**config.mk**
```make
export PLATFORM = sky130hd
export DESIGN_NAME = oam_dma
export DESIGN_NICKNAME = d
export VERILOG_FILES = /design/src/rtl/oam_dma.sv
export SDC_FILE = /design/constraint.sdc
export NUM_CORES = 1
export LEC_CHECK = 0
export CAP_MARGIN = 5
export CORE_MARGIN = 8
export CORE_UTILIZATION = 44
export CTS_CLUSTER_DIAMETER = 60
export DETAILED_ROUTE_END_ITERATION = 16
export HOLD_SLACK_MARGIN = 0.08
export MAX_ROUTING_LAYER = met4
export PLACE_DENSITY = 0.85
export SLEW_MARGIN = 10
export SYNTH_ARGS = -nofsm -noshare
export SYNTH_HDL_FRONTEND = slang
export SYNTH_SLANG_ARGS = --single-unit
export TNS_END_PERCENT = 100
```
**constraint.sdc**
```tcl
create_clock -name clk -period 3.7 [get_ports clk]
set_input_delay 0.37 -clock clk [delete_from_list [all_inputs] [get_ports clk]]
set_output_delay 0.37 -clock clk [all_outputs]
set_load 0.02 [all_outputs]
```
**src/rtl/oam_dma.sv**
```systemverilog
// Sprite DMA engine: stalls the CPU and copies one 256-byte page
// into the PPU OAM data port, reading on even and writing on odd cycles.
module oam_dma #(
  parameter int              ADDR_W        = 16,
  parameter logic [ADDR_W-1:0] DMA_REG_ADDR  = 16'h4014,
  parameter logic [ADDR_W-1:0] OAM_DATA_ADDR = 16'h2004
) (
  input  logic              clk,
  input  logic              reset,
  input  logic [ADDR_W-1:0] cpu_addr,
  input  logic [7:0]        cpu_wdata,
  input  logic              cpu_we,
  output logic              cpu_rdy,
  output logic              dma_oe,
  output logic [ADDR_W-1:0] dma_addr,
  output logic              dma_we,
  output logic [7:0]        dma_wdata,
  input  logic [7:0]        dma_rdata,
  output logic              busy
);

  typedef enum logic [2:0] {
    IDLE,
    HALT,
    ALIGN,
    READ,
    WRITE
  } state_t;

  state_t     state, state_n;
  logic [7:0] page, page_n;
  logic [7:0] cnt, cnt_n;
  logic [7:0] latch, latch_n;
  logic       odd;
  logic       trig;

  assign trig = cpu_we && (cpu_addr == DMA_REG_ADDR);

  always_ff @(posedge clk or posedge reset) begin
    if (reset) begin
      state <= IDLE;
      page  <= '0;
      cnt   <= '0;
      latch <= '0;
      odd   <= 1'b0;
    end else begin
      state <= state_n;
      page  <= page_n;
      cnt   <= cnt_n;
      latch <= latch_n;
      odd   <= ~odd;
    end
  end

  // Outputs decode from state only, so reset drops them without a clock.
  always_comb begin
    state_n  = state;
    page_n   = page;
    cnt_n    = cnt;
    latch_n  = latch;
    cpu_rdy  = 1'b0;
    dma_oe   = 1'b0;
    dma_we   = 1'b0;
    dma_addr = '0;
    unique case (state)
      IDLE: begin
        cpu_rdy = 1'b1;
        if (trig) begin
          page_n  = cpu_wdata;
          cnt_n   = 8'd0;
          state_n = HALT;
        end
      end
      HALT: begin
        state_n = odd ? READ : ALIGN;
      end
      ALIGN: begin
        state_n = READ;
      end
      READ: begin
        dma_oe   = 1'b1;
        dma_addr = ADDR_W'({page, cnt});
        latch_n  = dma_rdata;
        state_n  = WRITE;
      end
      WRITE: begin
        dma_oe   = 1'b1;
        dma_we   = 1'b1;
        dma_addr = OAM_DATA_ADDR;
        if (cnt == 8'hFF) begin
          cnt_n   = 8'd0;
          state_n = IDLE;
        end else begin
          cnt_n   = cnt + 8'd1;
          state_n = READ;
        end
      end
      default: begin
        state_n = IDLE;
      end
    endcase
  end

  assign busy      = ~cpu_rdy;
  assign dma_wdata = latch;

endmodule

```
### Word-level counts from Yosys, hierarchy flattened

Cells that the tools add are included.

* memories kept: 0
* latch bits: 0
* output and inout port bits: 28
* memory bits (read-only): 0
* bits of input ports: 35
* memory bits (writable): 0
* register bits after elaboration: 28

* divide/modulo/power cells: 0
* add/subtract/negate cells: 1
* eq/ne operators: 7
* magnitude comparators: 0
* mux-type cells: 11
* bitwise operators: 2
* multiply operators: 0
* reduce and logical (&&, ||, !) cells: 6
* shifts and indexed selects: 0

Operators by type and width (number)
* one-hot mux 16 bit (2 select lines): 1
* equality test 16 x 15 -> 1 bit, second input constant: 1
* two-way mux 8 bit: 2
* one-hot mux 8 bit (2 select lines): 1
* one-hot mux 3 bit (5 select lines): 1
* adder 8 x 1 -> 8 bit, second input constant: 1
* equality test 8 bit, second input constant: 1
* equality test 3 x 2 -> 1 bit, second input constant: 2
* two-way mux 1 bit: 4
* AND reduction 2 bit: 2
* equality test 3 x 1 -> 1 bit, second input constant: 1
* equality test 3 bit, second input constant: 1
* zero test 3 bit: 1
* two-way mux 3 bit: 1
* two-way mux 2 bit: 1
* != test 2 bit, second input constant: 1
* inverter 1 bit: 2
* nonzero test 2 bit: 1
* OR reduction 2 bit: 1
* logical AND 1 bit: 1

### Logic depth before layout (Yosys ltp)

* depth after elaboration: 4
* mapped depth: 6
* gate-level depth less buffers: 5

### Worst setup path after synthesis

Ideal clock, no wire load.

* kind: flip-flop to flip-flop
* from: register state[2]
* to: register page[0]
* arrival: 2.070 ns
* stages on the path, launching flop included: 5
* path slack: 1.506 ns
* cells stage by stage: dfrtp_1 > nor3_1 > inv_1 > nor3_4 > mux2_2

* longest elaborated chain between the ends: 2

RTL lines
* start: declaration: line 30 `state_t state, state_n;`
* start signal: assignment: line 47 `state <= state_n;`
* zero test 3 bit: line 65 `unique case (state)`
* AND reduction 2 bit (no line)
* end signal: assignment: line 48 `page <= page_n;`
* end: declaration: line 31 `logic [7:0] page, page_n;`

No other way between the ends.
A chain may end at the register's enable or synchronous reset.

### Worst setup path in the final report

* from: register state[1]
* to: output port dma_addr[13]

* longest elaborated chain between the ends: 2
* elaborated cells on any way between the ends: 3

RTL lines
* equality test 3 bit or equality test 3 x 2 -> 1 bit (tied branches): line 65
* one-hot mux 16 bit (2 select lines) *: line 65
* end: declaration: line 15 `output logic [ADDR_W-1:0] dma_addr,`

Mark *: on every way between the ends. The rest lies on a longest branch, timed or not.

==> impl_metrics.xml <==
<?xml version="1.0" encoding="UTF-8"?>
<metrics>
  <group name="sta">
    <metric name="final_max_slew_viol_count" unit="">0</metric>
    <metric name="worst_clock_skew" unit="ns">0.0009072</metric>
    <metric name="relative_slew_slack" unit="%">33.01</metric>
    <metric name="final.setup.tns" unit="ns">0</metric>
    <metric name="timing.final.crit_share" unit="%">73.33</metric>
    <metric name="worstMarginPinSlew" unit="ns">1.004</metric>
    <metric name="maximum_frequency_from_static_timing_analysis" unit="MHz">368.5</metric>
    <metric name="period_needed" unit="ns">2.713</metric>
    <metric name="rsz0062_at_grt" unit="">false</metric>
    <metric name="setup-violations-final" unit="">0</metric>
    <metric name="final-hold-violation-count" unit="">0</metric>
  </group>
  <group name="global_route">
    <metric name="grt_busiest_layer" unit="">met2</metric>
    <metric name="met2_usage" unit="%">25.58</metric>
    <metric name="track_usage" unit="%">15.65</metric>
    <metric name="globalRouteOverflowTotal" unit="">0</metric>
    <metric name="grt_first_pass_wirelength" unit="mm">6.354</metric>
    <metric name="via_count_of_the_first_global_routing_pass" unit="">1388</metric>
    <metric name="gr-usage-met1" unit="%">17.29</metric>
    <metric name="grt_util_met3" unit="%">4.545</metric>
    <metric name="grt_start_max_net_pins" unit="">29</metric>
    <metric name="antenna_found_initial" unit="">0</metric>
  </group>
  <group name="pwr">
    <metric name="p_leak" unit="nW">0.8908</metric>
    <metric name="power_per_cell_area" unit="mW/mm^2">648.3</metric>
    <metric name="post-layout-total-power" unit="W">0.001354</metric>
    <metric name="peak_supply_drop" unit="V">0.0003658</metric>
  </group>
  <group name="synth">
    <metric name="post_synth_most_frequent_cells" unit="">dfrtp_1, nand2_1, mux2_2, and2_1, o21ai_0</metric>
    <metric name="yosys_warnings" unit="">0</metric>
    <metric name="synth_area_per_cell" unit="um^2">10.39</metric>
    <metric name="syn_nets" unit="">170</metric>
    <metric name="async_flop_share" unit="%">100.0</metric>
    <metric name="synth_sequential_area_ratio" unit="%">50.31</metric>
    <metric name="synth_cell_type_count" unit="">33</metric>
    <metric name="synthCells" unit="">134</metric>
    <metric name="synth.most_common_cell" unit="">dfrtp_1</metric>
    <metric name="syn-cell-area" unit="mm^2">0.001393</metric>
    <metric name="synthDominantCellAreaShare" unit="%">50.31</metric>
    <metric name="predominant_post_synthesis_flop_cell" unit="">dfrtp_1</metric>
    <metric name="synthTopCellsByArea" unit="">dfrtp_1, mux2_2, and2_1, nand2_1, o21ai_0</metric>
    <metric name="ys_seq_elements" unit="">28</metric>
    <metric name="yosysTopAreaCell" unit="">dfrtp_1</metric>
    <metric name="number_of_enable_flip_flop_cells_after_synthesis" unit="">0</metric>
  </group>
  <group name="floorplan">
    <metric name="core_area" unit="mm^2">0.003028</metric>
    <metric name="die_h" unit="um">72.26</metric>
    <metric name="floorplan.rows" unit="">20</metric>
    <metric name="die_w" unit="um">72.26</metric>
    <metric name="floorplan.io_pins" unit="">63</metric>
    <metric name="starting_density" unit="%">45.99</metric>
    <metric name="dieArea" unit="mm^2">0.005222</metric>
  </group>
  <group name="setup_path">
    <metric name="worst_ep_arrival_time" unit="ns">2.34</metric>
    <metric name="timing_worst_setup_path_type" unit="">register to output port</metric>
    <metric name="crit_top_cell" unit="">nand2_1</metric>
    <metric name="critical_path_launch_point_type" unit="">register</metric>
    <metric name="path_cells" unit="">nand2_1 -&gt; nor2_1 -&gt; buf_4 -&gt; nand2_1 -&gt; nand2_1 -&gt; clkdlybuf4s50_1</metric>
    <metric name="timing.critical_path.to_type" unit="">output port</metric>
    <metric name="worst-endpoint-required" unit="ns">3.33</metric>
    <metric name="crit_path_max_fanout" unit="">17</metric>
    <metric name="crit_path_max_incr_delay" unit="ns">0.63</metric>
    <metric name="cpMaxStageDelayCell" unit="">clkdlybuf4s50_1</metric>
  </group>
  <group name="place">
    <metric name="dp.final_hpwl" unit="mm">2.996</metric>
    <metric name="gp_congestion" unit="">0.8117</metric>
    <metric name="placement.io_buffers" unit="">62</metric>
  </group>
  <group name="route">
    <metric name="drt_first_pass_iters" unit="">4</metric>
    <metric name="wirelength" unit="mm">3.687</metric>
    <metric name="drc_errors" unit="">0</metric>
    <metric name="drt_iter0_markers" unit="">51</metric>
    <metric name="ant_nets" unit="">0</metric>
    <metric name="detail_route.vias_per_cell" unit="">5.251</metric>
    <metric name="routed_wire_length_per_instance" unit="um">15.43</metric>
    <metric name="vias" unit="">1255</metric>
  </group>
  <group name="clock_tree">
    <metric name="cts_tree" unit="">done</metric>
    <metric name="clkTransAtPathRegs" unit="ns">0.14</metric>
    <metric name="cts_hold_buffers" unit="">0</metric>
    <metric name="numCtsBuffers" unit="">3</metric>
    <metric name="clock_sinks" unit="">28</metric>
    <metric name="cts_setup_buffers" unit="">0</metric>
    <metric name="clock_tree_buf_depth" unit="">2</metric>
    <metric name="cts_max_level" unit="">1</metric>
    <metric name="clock_tree.root_cell" unit="">clkbuf_4</metric>
    <metric name="clkLatencyLatePin" unit="ns">0.33</metric>
    <metric name="ctsResizeCount" unit="">0</metric>
  </group>
  <group name="cells_and_area">
    <metric name="layout-area-overhead-vs-synth" unit="%">49.95</metric>
    <metric name="layout.nets" unit="">232</metric>
    <metric name="fill_cells" unit="">224</metric>
    <metric name="layout-drive-gt1-share" unit="%">11.79</metric>
    <metric name="num_antenna_cells" unit="">0</metric>
  </group>
  <group name="worst_hold_path">
    <metric name="min_delay_path_class" unit="">register to register</metric>
  </group>
  <group name="run_status">
    <metric name="run_status" unit="">completed</metric>
  </group>
  <group name="job">
    <metric name="timing.max_cap.violations" unit="">0</metric>
  </group>
</metrics>
-- area by class of cell --
cell class / instances / area, um^2 / share of cell area (%)
flip-flops and latches: 28 / 700.7 / 33.55
multi-input cells: 96 / 653.1 / 31.28
repair buffers: 63 / 628.1 / 30.08
well taps: 44 / 55.05 / 2.636
clock buffers: 4 / 36.28 / 1.738
inverters: 4 / 15.01 / 0.7190
-- critical path, delay by kind of cell (launching register included) --
| kind | cells | cell delay [ns] |
|---|---|---|
| buffers and inverters | 2 | 0.94 |
| and+or+nand+nor | 4 | 0.63 |
| DFF | 1 | 0.44 |
-- metrics by stage --
step           cell area, um^2  util, %  hold WS, ns  instances  setup WS [ns]
2_1_floorplan             1393        -       0.3953        134          1.506
3_3_place_gp              2052    67.77       0.4059        235          1.397
3_5_place_dp              2052    67.77       0.4127        235          1.335
4_1_cts                   2088    68.97       0.4331        239         0.9284
5_1_grt                   2088    68.97       0.4601        239         0.7635
6_report                  2088    68.97       0.4270        239         0.9866
-- worst paths after layout --
kind | from | to | slack [ns] | cells past startpoint
max | state[1]$_DFFE_PP0P_ | dma_addr[13] | 0.99 | 6
min | odd$_DFF_PP0_ | odd$_DFF_PP0_ | 0.43 | 1
max reg2reg | state[2]$_DFFE_PP0P_ | cnt[7]$_DFFE_PP0P_ | 1.84 | 4
min reg2reg | odd$_DFF_PP0_ | odd$_DFF_PP0_ | 0.43 | 1
max in group asynchronous | reset | cnt[1]$_DFFE_PP0P_ | 2.54 | 2
min in group asynchronous | reset | dma_wdata[4]$_DFFE_PP0N_ | 0.56 | 2
-- flip-flops by register name (all words and copies together) (netlist names) --
signal / count
cnt: 8
dma_wdata: 8
odd: 1
page: 8
state: 3
-- power breakdown --
part	internal, W	leakage, nW	switching [W]
Sequential	0.000412	0.350	0.000120
Clock	0.0000603	0.0210	0.0000869
Combinational	0.000340	0.520	0.000334
-- cells by family after synthesis --
family,Yosys count,synth area share (%)
flip-flops,28,50.31
XOR/XNOR,2,1.258
buffers and inverters,10,2.785
AO/OA/AOI/OAI,20,8.895
multiplexers,16,12.94
adder cells (fa/ha/maj),1,0.8983
AND/OR/NAND/NOR,57,22.91
-- metal layers --
metal	part of all wire, %	up-vias
met5	0	-
met4	2.7	0
met3	6.9	9
met2	49	46
met1	41	606
li1	-	594
-- cells in the final DEF, fill, tap and decap left out --
| master | netlist | layout |
|---|---|---|
| clkdlybuf4s50_1 | 0 | 62 |
| nor3_4 | 1 | 1 |
| mux2_2 | 16 | 16 |
| nor4_1 | 4 | 4 |
| nand3b_1 | 1 | 1 |
| nand3_1 | 4 | 4 |
| nand2b_1 | 1 | 1 |
| o21ai_0 | 9 | 9 |
| ha_1 | 1 | 1 |
| clkbuf_8 | 0 | 1 |
| o21a_1 | 1 | 1 |
| buf_4 | 0 | 1 |
| nor2_1 | 1 | 1 |
| a311oi_1 | 1 | 1 |
| a21oi_1 | 1 | 1 |
| or3_1 | 1 | 1 |
| and3_1 | 2 | 2 |
| a41oi_1 | 1 | 1 |
| nand2_1 | 18 | 18 |
| nor2b_1 | 2 | 2 |
| nor4bb_1 | 1 | 1 |
| nand4_1 | 1 | 1 |
| a31oi_1 | 3 | 3 |
| o211ai_1 | 1 | 1 |
| dfrtp_1 | 28 | 28 |
| and4_1 | 1 | 1 |
| inv_1 | 4 | 4 |
| nor3_1 | 4 | 4 |
| clkbuf_4 | 0 | 3 |
| and2_1 | 14 | 14 |
| xor2_1 | 1 | 1 |
| a41o_1 | 1 | 1 |
| xnor2_1 | 1 | 1 |
| o22ai_1 | 2 | 2 |
| or3b_2 | 1 | 1 |
No activity file was read; power rests on OpenSTA's default activity.
